===== config.mk =====
export PLATFORM = sky130hd
export DESIGN_NAME = seq_divider
export DESIGN_NICKNAME = d
export VERILOG_FILES = /design/src/rtl/pierogi_alu_pkg.sv /design/src/rtl/seq_divider_div_step.sv /design/src/rtl/seq_divider.sv
export SDC_FILE = /design/constraint.sdc
export NUM_CORES = 1
export LEC_CHECK = 0
export ABC_AREA = 1
export CORE_MARGIN = 3
export CORE_UTILIZATION = 40
export CTS_BUF_LIST = sky130_fd_sc_hd__clkbuf_4
export CTS_CLUSTER_DIAMETER = 80
export CTS_CLUSTER_SIZE = 24
export DETAILED_ROUTE_END_ITERATION = 8
export RECOVER_POWER = 25
export SETUP_SLACK_MARGIN = 0.1
export SLEW_MARGIN = 10
export SYNTH_ARGS = -nofsm -noshare
export SYNTH_HDL_FRONTEND = slang
export SYNTH_SLANG_ARGS = --single-unit

===== constraint.sdc =====
create_clock -name clk -period 2 [get_ports clk]
set_input_delay 0.3 -clock clk [delete_from_list [all_inputs] [get_ports clk]]
set_output_delay 0.3 -clock clk [all_outputs]
set_load 0.01 [all_outputs]

===== src/rtl/pierogi_alu_pkg.sv =====
// Shared ALU definitions: divider FSM states, default datapath width, sign helper.
// abs_w works on a zero-extended 64-bit view so one function serves any WIDTH <= 64.
package pierogi_alu_pkg;

   localparam int DIV_W = 32;

   typedef enum logic [1:0] {IDLE, PREP, CALC, FIX} div_state_t;

   // Magnitude of a w-bit value held in the low bits of v; caller truncates the result to w bits.
   function automatic logic [63:0] abs_w(input logic [63:0] v, input int w, input logic sgn);
      logic neg;
      neg = sgn && ((v & (64'd1 << (w - 1))) != 64'd0);
      return neg ? -v : v;
   endfunction

endpackage


===== src/rtl/seq_divider_div_step.sv =====
// One restoring-division step: shift in the next dividend bit and trial-subtract the divisor.
// Purely combinational; the extra top bit of trial is the borrow.
module div_step
   import pierogi_alu_pkg::*;
#(
   parameter int WIDTH = DIV_W
) (
   input  logic [WIDTH-1:0] rem_in,
   input  logic             q_bit_in,
   input  logic [WIDTH-1:0] divisor,
   output logic [WIDTH-1:0] rem_out,
   output logic             q_bit_out
);

   logic [WIDTH+1:0] trial;

   // rem_in < divisor always, so the shifted value needs WIDTH+1 bits for divisors above 2^(WIDTH-1).
   assign trial     = {1'b0, rem_in, q_bit_in} - {2'b00, divisor};
   assign q_bit_out = ~trial[WIDTH+1];
   assign rem_out   = q_bit_out ? WIDTH'(trial) : WIDTH'({rem_in, q_bit_in});

endmodule


===== src/rtl/seq_divider.sv =====
// Iterative restoring divider (signed/unsigned); done arrives WIDTH+2 cycles after accept, 2 on divide-by-zero.
// start is honoured only in IDLE; busy covers PREP and CALC, done is the FIX cycle.
module seq_divider
   import pierogi_alu_pkg::*;
#(
   parameter int WIDTH = DIV_W
) (
   input  logic             clk,
   input  logic             rst_n,
   input  logic             start,
   input  logic             is_signed,
   input  logic [WIDTH-1:0] dividend,
   input  logic [WIDTH-1:0] divisor,
   output logic             busy,
   output logic             done,
   output logic [WIDTH-1:0] quotient,
   output logic [WIDTH-1:0] remainder,
   output logic             div_zero
);

   localparam int CW = $clog2(WIDTH);

   div_state_t       state;
   logic [WIDTH-1:0] a_raw, b_raw;
   logic [WIDTH-1:0] q_reg, d_reg, rem;
   logic [WIDTH-1:0] q_hold, r_hold;
   logic [WIDTH-1:0] q_fix, r_fix;
   logic [WIDTH-1:0] step_rem;
   logic             step_q;
   logic             sgn, q_neg, r_neg, dz, dz_hold;
   logic [CW-1:0]    count;

   div_step #(.WIDTH(WIDTH)) u_step (
      .rem_in    (rem),
      .q_bit_in  (q_reg[WIDTH-1]),
      .divisor   (d_reg),
      .rem_out   (step_rem),
      .q_bit_out (step_q)
   );

   always_comb begin
      q_fix = q_neg ? -q_reg : q_reg;
      r_fix = r_neg ? -rem : rem;
      if (dz) begin
         q_fix = '1;
         r_fix = a_raw;
      end
   end

   // Results are presented live during FIX so they are valid in the done cycle itself.
   assign done      = (state == FIX);
   assign busy      = (state == PREP) || (state == CALC);
   assign quotient  = done ? q_fix : q_hold;
   assign remainder = done ? r_fix : r_hold;
   assign div_zero  = done ? dz : dz_hold;

   always_ff @(posedge clk or negedge rst_n) begin
      if (!rst_n) begin
         state   <= IDLE;
         a_raw   <= '0;
         b_raw   <= '0;
         q_reg   <= '0;
         d_reg   <= '0;
         rem     <= '0;
         q_hold  <= '0;
         r_hold  <= '0;
         sgn     <= 1'b0;
         q_neg   <= 1'b0;
         r_neg   <= 1'b0;
         dz      <= 1'b0;
         dz_hold <= 1'b0;
         count   <= '0;
      end else begin
         case (state)
            IDLE: begin
               if (start) begin
                  a_raw <= dividend;
                  b_raw <= divisor;
                  sgn   <= is_signed;
                  state <= PREP;
               end
            end
            PREP: begin
               q_reg <= WIDTH'(abs_w(64'(a_raw), WIDTH, sgn));
               d_reg <= WIDTH'(abs_w(64'(b_raw), WIDTH, sgn));
               q_neg <= sgn & (a_raw[WIDTH-1] ^ b_raw[WIDTH-1]);
               r_neg <= sgn & a_raw[WIDTH-1];
               rem   <= '0;
               count <= CW'(WIDTH - 1);
               dz    <= (b_raw == '0);
               state <= (b_raw == '0) ? FIX : CALC;
            end
            CALC: begin
               rem   <= step_rem;
               q_reg <= {q_reg[WIDTH-2:0], step_q};
               count <= count - CW'(1);
               if (count == '0) state <= FIX;
            end
            FIX: begin
               q_hold  <= q_fix;
               r_hold  <= r_fix;
               dz_hold <= dz;
               state   <= IDLE;
            end
            default: state <= IDLE;
         endcase
      end
   end

endmodule


==> impl_metrics.toml <==
[job]
timing.max_cap.violations = 1

[run_status]
outcome = "complete, but fails checks"
violations = "capacitance limit, slew limit, setup timing"

[cts]
clock-sinks = 236
worstSkewPairLatency_ns = 0.76
clk_pin_slew_worst_paths_ns = 0.24
tritoncts = "yes"
numCtsBuffers = 18
maximum_level_of_the_cts_h_tree = 1
root_buffer = "sky130_fd_sc_hd__clkbuf_4"
cts_buffer_depth = 3

[power]
pwr_density_cell_nw_per_um2 = 1520
peakVddDrop_mv = 1.65
p_leak_nw = 12.9

[place]
gp_routability_congestion = 0.938
detailed_place_hpwl_um = 43200
number_of_port_buffers = 134
dpl_worst_slack_ns = -0.669

[grt]
grt.total_usage_pct = 28.5
grt_pass1_wl_um = 93500
antenna_found_initial = 1
largest_net_degree_at_the_start_of_global_routing = 67
first_global_vias = 17100
grt-ovfl-total = 0

[floorplanning]
floorplan.die_area_um2 = 41200
die_height_um = 203
floorplan.core_area_um2 = 37900
design.portCount = 135
placement_rows = 71
die-width_um = 203
start_util_pct = 40.9

[routing]
routed_via_density = 5.24
drt-pass1-iter-count = 5
drt-initial-drc-count = 1327
ant_nets = 0
drt-wirelength-per-cell_um = 18.6
drc = 0
route.final.wire_length_um = 63900
via_count = 18000

[sta]
clock.fmax_mhz = 318
setup_violations = 145
final_worst_path_setup_slack_ns = -1.15
worst_slew_pin_slew_ns = 1.86
final.setup.tns_ns = -72.61
final_cycle_share_pct = 157
clock-skew-final_ns = 0.0717
maxSlewHeadroom_pct = -24.0
slew_viol_final = 61
period_needed_ns = 3.15
hold_viol = 0
unrepaired_setup_endpoints_after_global_routing = "yes"

[yosys]
yosysWarnings = 0
synthTopCellsByArea = "sky130_fd_sc_hd__dfrtp_1, sky130_fd_sc_hd__nand2_1, sky130_fd_sc_hd__inv_1, sky130_fd_sc_hd__nand3_1, sky130_fd_sc_hd__nor2_1"
synth.largest_area_cell = "sky130_fd_sc_hd__dfrtp_1"
post_synth_edffs = 0
yosysUniqueCellTypes = 46
flip_flop_cell_with_the_highest_count_after_synthesis = "sky130_fd_sc_hd__dfrtp_1"
synth_nets = 2353
synthCells = 2241
ys_seq_elements = 236
yosys.area.top_type_share_pct = 38.1
syn_area_per_cell_um2 = 6.92
synthesis.area_um2 = 15500
async_reset_ff_share_pct = 100
synth-seq-area-share_pct = 38.1

[finish]
post_layout_nets = 3019
layout_common_cells = "sky130_fd_sc_hd__nand2_1, sky130_fd_sc_hd__buf_4, sky130_fd_sc_hd__inv_1"
fillCellCount = 3112
synthToLayoutAreaGrowth_pct = 66.2
final_layout_size_suffix_gt1_share_pct = 42.4
layout_commonest_cell = "sky130_fd_sc_hd__nand2_1"

[worst_setup_path]
cp_data_required_time_ns = 1.70
arrival_time_of_the_worst_setup_path_ns = 2.85
setup.worst_path.start_class = "flip-flop"
launching_point_of_the_worst_reg2reg_path = "rem[11]$_DFFE_PN0P_"
critical_path.endpoint_type = "output port"
path_max_fanout = 3
timing.critical_path.from = "rem[0]$_DFFE_PN0P_"
critical_path_class = "flip-flop to output port"

[hold_path]
hold_start = "dividend[30]"
worstHoldPathType = "input port to flip-flop"
## logic make-up after synthesis
family / count (synthesis) / share of synthesized area (%)
AO/OA/AOI/OAI: 307 / 11.6
XOR/XNOR: 70 / 3.95
flip-flops: 236 / 38.1
adder cells (fa/ha/maj): 44 / 3.60
AND/OR/NAND/NOR: 1178 / 32.2
buffers and inverters: 398 / 9.92
multiplexers: 8 / 0.581
## metal layers
layer,global-route usage [%],routed length [µm],vias up
met1,40.3,28500,8675
met3,6.01,4660,104
met4,6.16,1540,0
li1,-,-,8542
met2,45.2,29200,657
met5,0,0,-
## critical path: stages, from the launching register on
cell and delay (ns):
sky130_fd_sc_hd__dfrtp_1 0.46, sky130_fd_sc_hd__inv_2 0.10, sky130_fd_sc_hd__ha_4 0.15, sky130_fd_sc_hd__nand2_4 0.05, sky130_fd_sc_hd__nor2_4 0.12, sky130_fd_sc_hd__nand3_4 0.11
sky130_fd_sc_hd__nor2_4 0.17, sky130_fd_sc_hd__buf_4 0.13, sky130_fd_sc_hd__nand2_2 0.06, sky130_fd_sc_hd__o21ai_2 0.14, sky130_fd_sc_hd__buf_4 0.13, sky130_fd_sc_hd__xor2_1 0.06
sky130_fd_sc_hd__o21bai_2 0.23, sky130_fd_sc_hd__buf_2 0.19
## report_power, final
| part | switching, W | internal (W) | total [W] |
|---|---|---|---|
| registers | 0.00145 | 0.00682 | 0.00827 |
| clock network | 0.00194 | 0.000614 | 0.00255 |
| logic | 0.0154 | 0.0131 | 0.0284 |
## layout make-up
type	instances	area [µm²]	area share, %
inverter	324	1260	4.91
timing repair buffer	719	6600	25.6
antenna	1	2.50	0.00971
sequential	236	5920	23.0
multi-input combinational	1608	11100	42.9
tap	511	639	2.48
clock buffer	19	143	0.554
clock inverter	13	154	0.597
## final timing paths
check / to / slack, ns / cells past startpoint
worst max register to register: rem[19]$_DFFE_PN0P_ / -0.46 / 14
worst max-delay path: remainder[18] / -1.15 / 13
worst min-delay path: a_raw[30]$_DFFE_PN0P_ / 0.11 / 3
worst min register to register: count[4]$_DFFE_PN0P_ / 0.50 / 1
min in group asynchronous: rem[3]$_DFFE_PN0P_ / 0.60 / 2
max in group asynchronous: a_raw[11]$_DFFE_PN0P_ / 0.09 / 3
## synthesized netlist by cell type (2+ instances only)
library cell / instances
sky130_fd_sc_hd__nand2_1: 618
sky130_fd_sc_hd__inv_1: 313
sky130_fd_sc_hd__dfrtp_1: 236
sky130_fd_sc_hd__nor2_1: 235
sky130_fd_sc_hd__nand3_1: 219
sky130_fd_sc_hd__a21oi_1: 96
sky130_fd_sc_hd__o21ai_0: 88
sky130_fd_sc_hd__xor2_1: 57
sky130_fd_sc_hd__clkbuf_1: 50
sky130_fd_sc_hd__ha_1: 43
sky130_fd_sc_hd__nand4_1: 31
sky130_fd_sc_hd__nor3_1: 27
sky130_fd_sc_hd__o221ai_1: 27
sky130_fd_sc_hd__o22ai_1: 23
sky130_fd_sc_hd__o21bai_1: 20
sky130_fd_sc_hd__a31oi_1: 16
sky130_fd_sc_hd__o21ai_1: 13
sky130_fd_sc_hd__xnor2_1: 13
sky130_fd_sc_hd__o211ai_1: 12
sky130_fd_sc_hd__buf_1: 10
sky130_fd_sc_hd__nor2_2: 10
sky130_fd_sc_hd__buf_2: 8
sky130_fd_sc_hd__mux2_2: 8
sky130_fd_sc_hd__nand2_2: 8
sky130_fd_sc_hd__inv_2: 7
sky130_fd_sc_hd__nand3b_1: 7
sky130_fd_sc_hd__nor4_1: 6
sky130_fd_sc_hd__clkinv_1: 4
sky130_fd_sc_hd__nor2_4: 4
sky130_fd_sc_hd__or2_2: 4
sky130_fd_sc_hd__and2_1: 3
sky130_fd_sc_hd__buf_4: 3
sky130_fd_sc_hd__buf_6: 3
sky130_fd_sc_hd__o31ai_1: 3
sky130_fd_sc_hd__a21oi_2: 2
sky130_fd_sc_hd__a22oi_1: 2
sky130_fd_sc_hd__a31o_2: 2
sky130_fd_sc_hd__nand3_2: 2
## repair_timing
item | 4_1_cts | 5_1_grt
pin swaps | 143 | 207
buffers inserted | 130 | 86
gates resized for setup | 705 | 394
gates cloned | 14 | 3
endpoints found under the setup margin | 134 | 179
hold endpoints to repair | 236 | 0
hold buffers | 1 | 0
## per-stage QoR
| step | cell area (µm²) | std cells | hold WS, ns | power (W) | util [%] |
|---|---|---|---|---|---|
| finish | 25800 | 3431 | 0.113 | 0.0393 | 67.9 |
| global route | 25800 | 3431 | 0.0689 | 0.0417 | 67.9 |
| CTS | 23500 | 3356 | 0.0468 | 0.0341 | 62.1 |
| detailed placement | 20500 | 3184 | 0.297 | 0.0281 | 53.9 |
| global placement | 20500 | 3184 | 0.296 | 0.0279 | 53.9 |
| floorplan | 15800 | 2241 | 0.00441 | 0.0188 | - |
No activity file was read; power rests on OpenSTA's default activity.
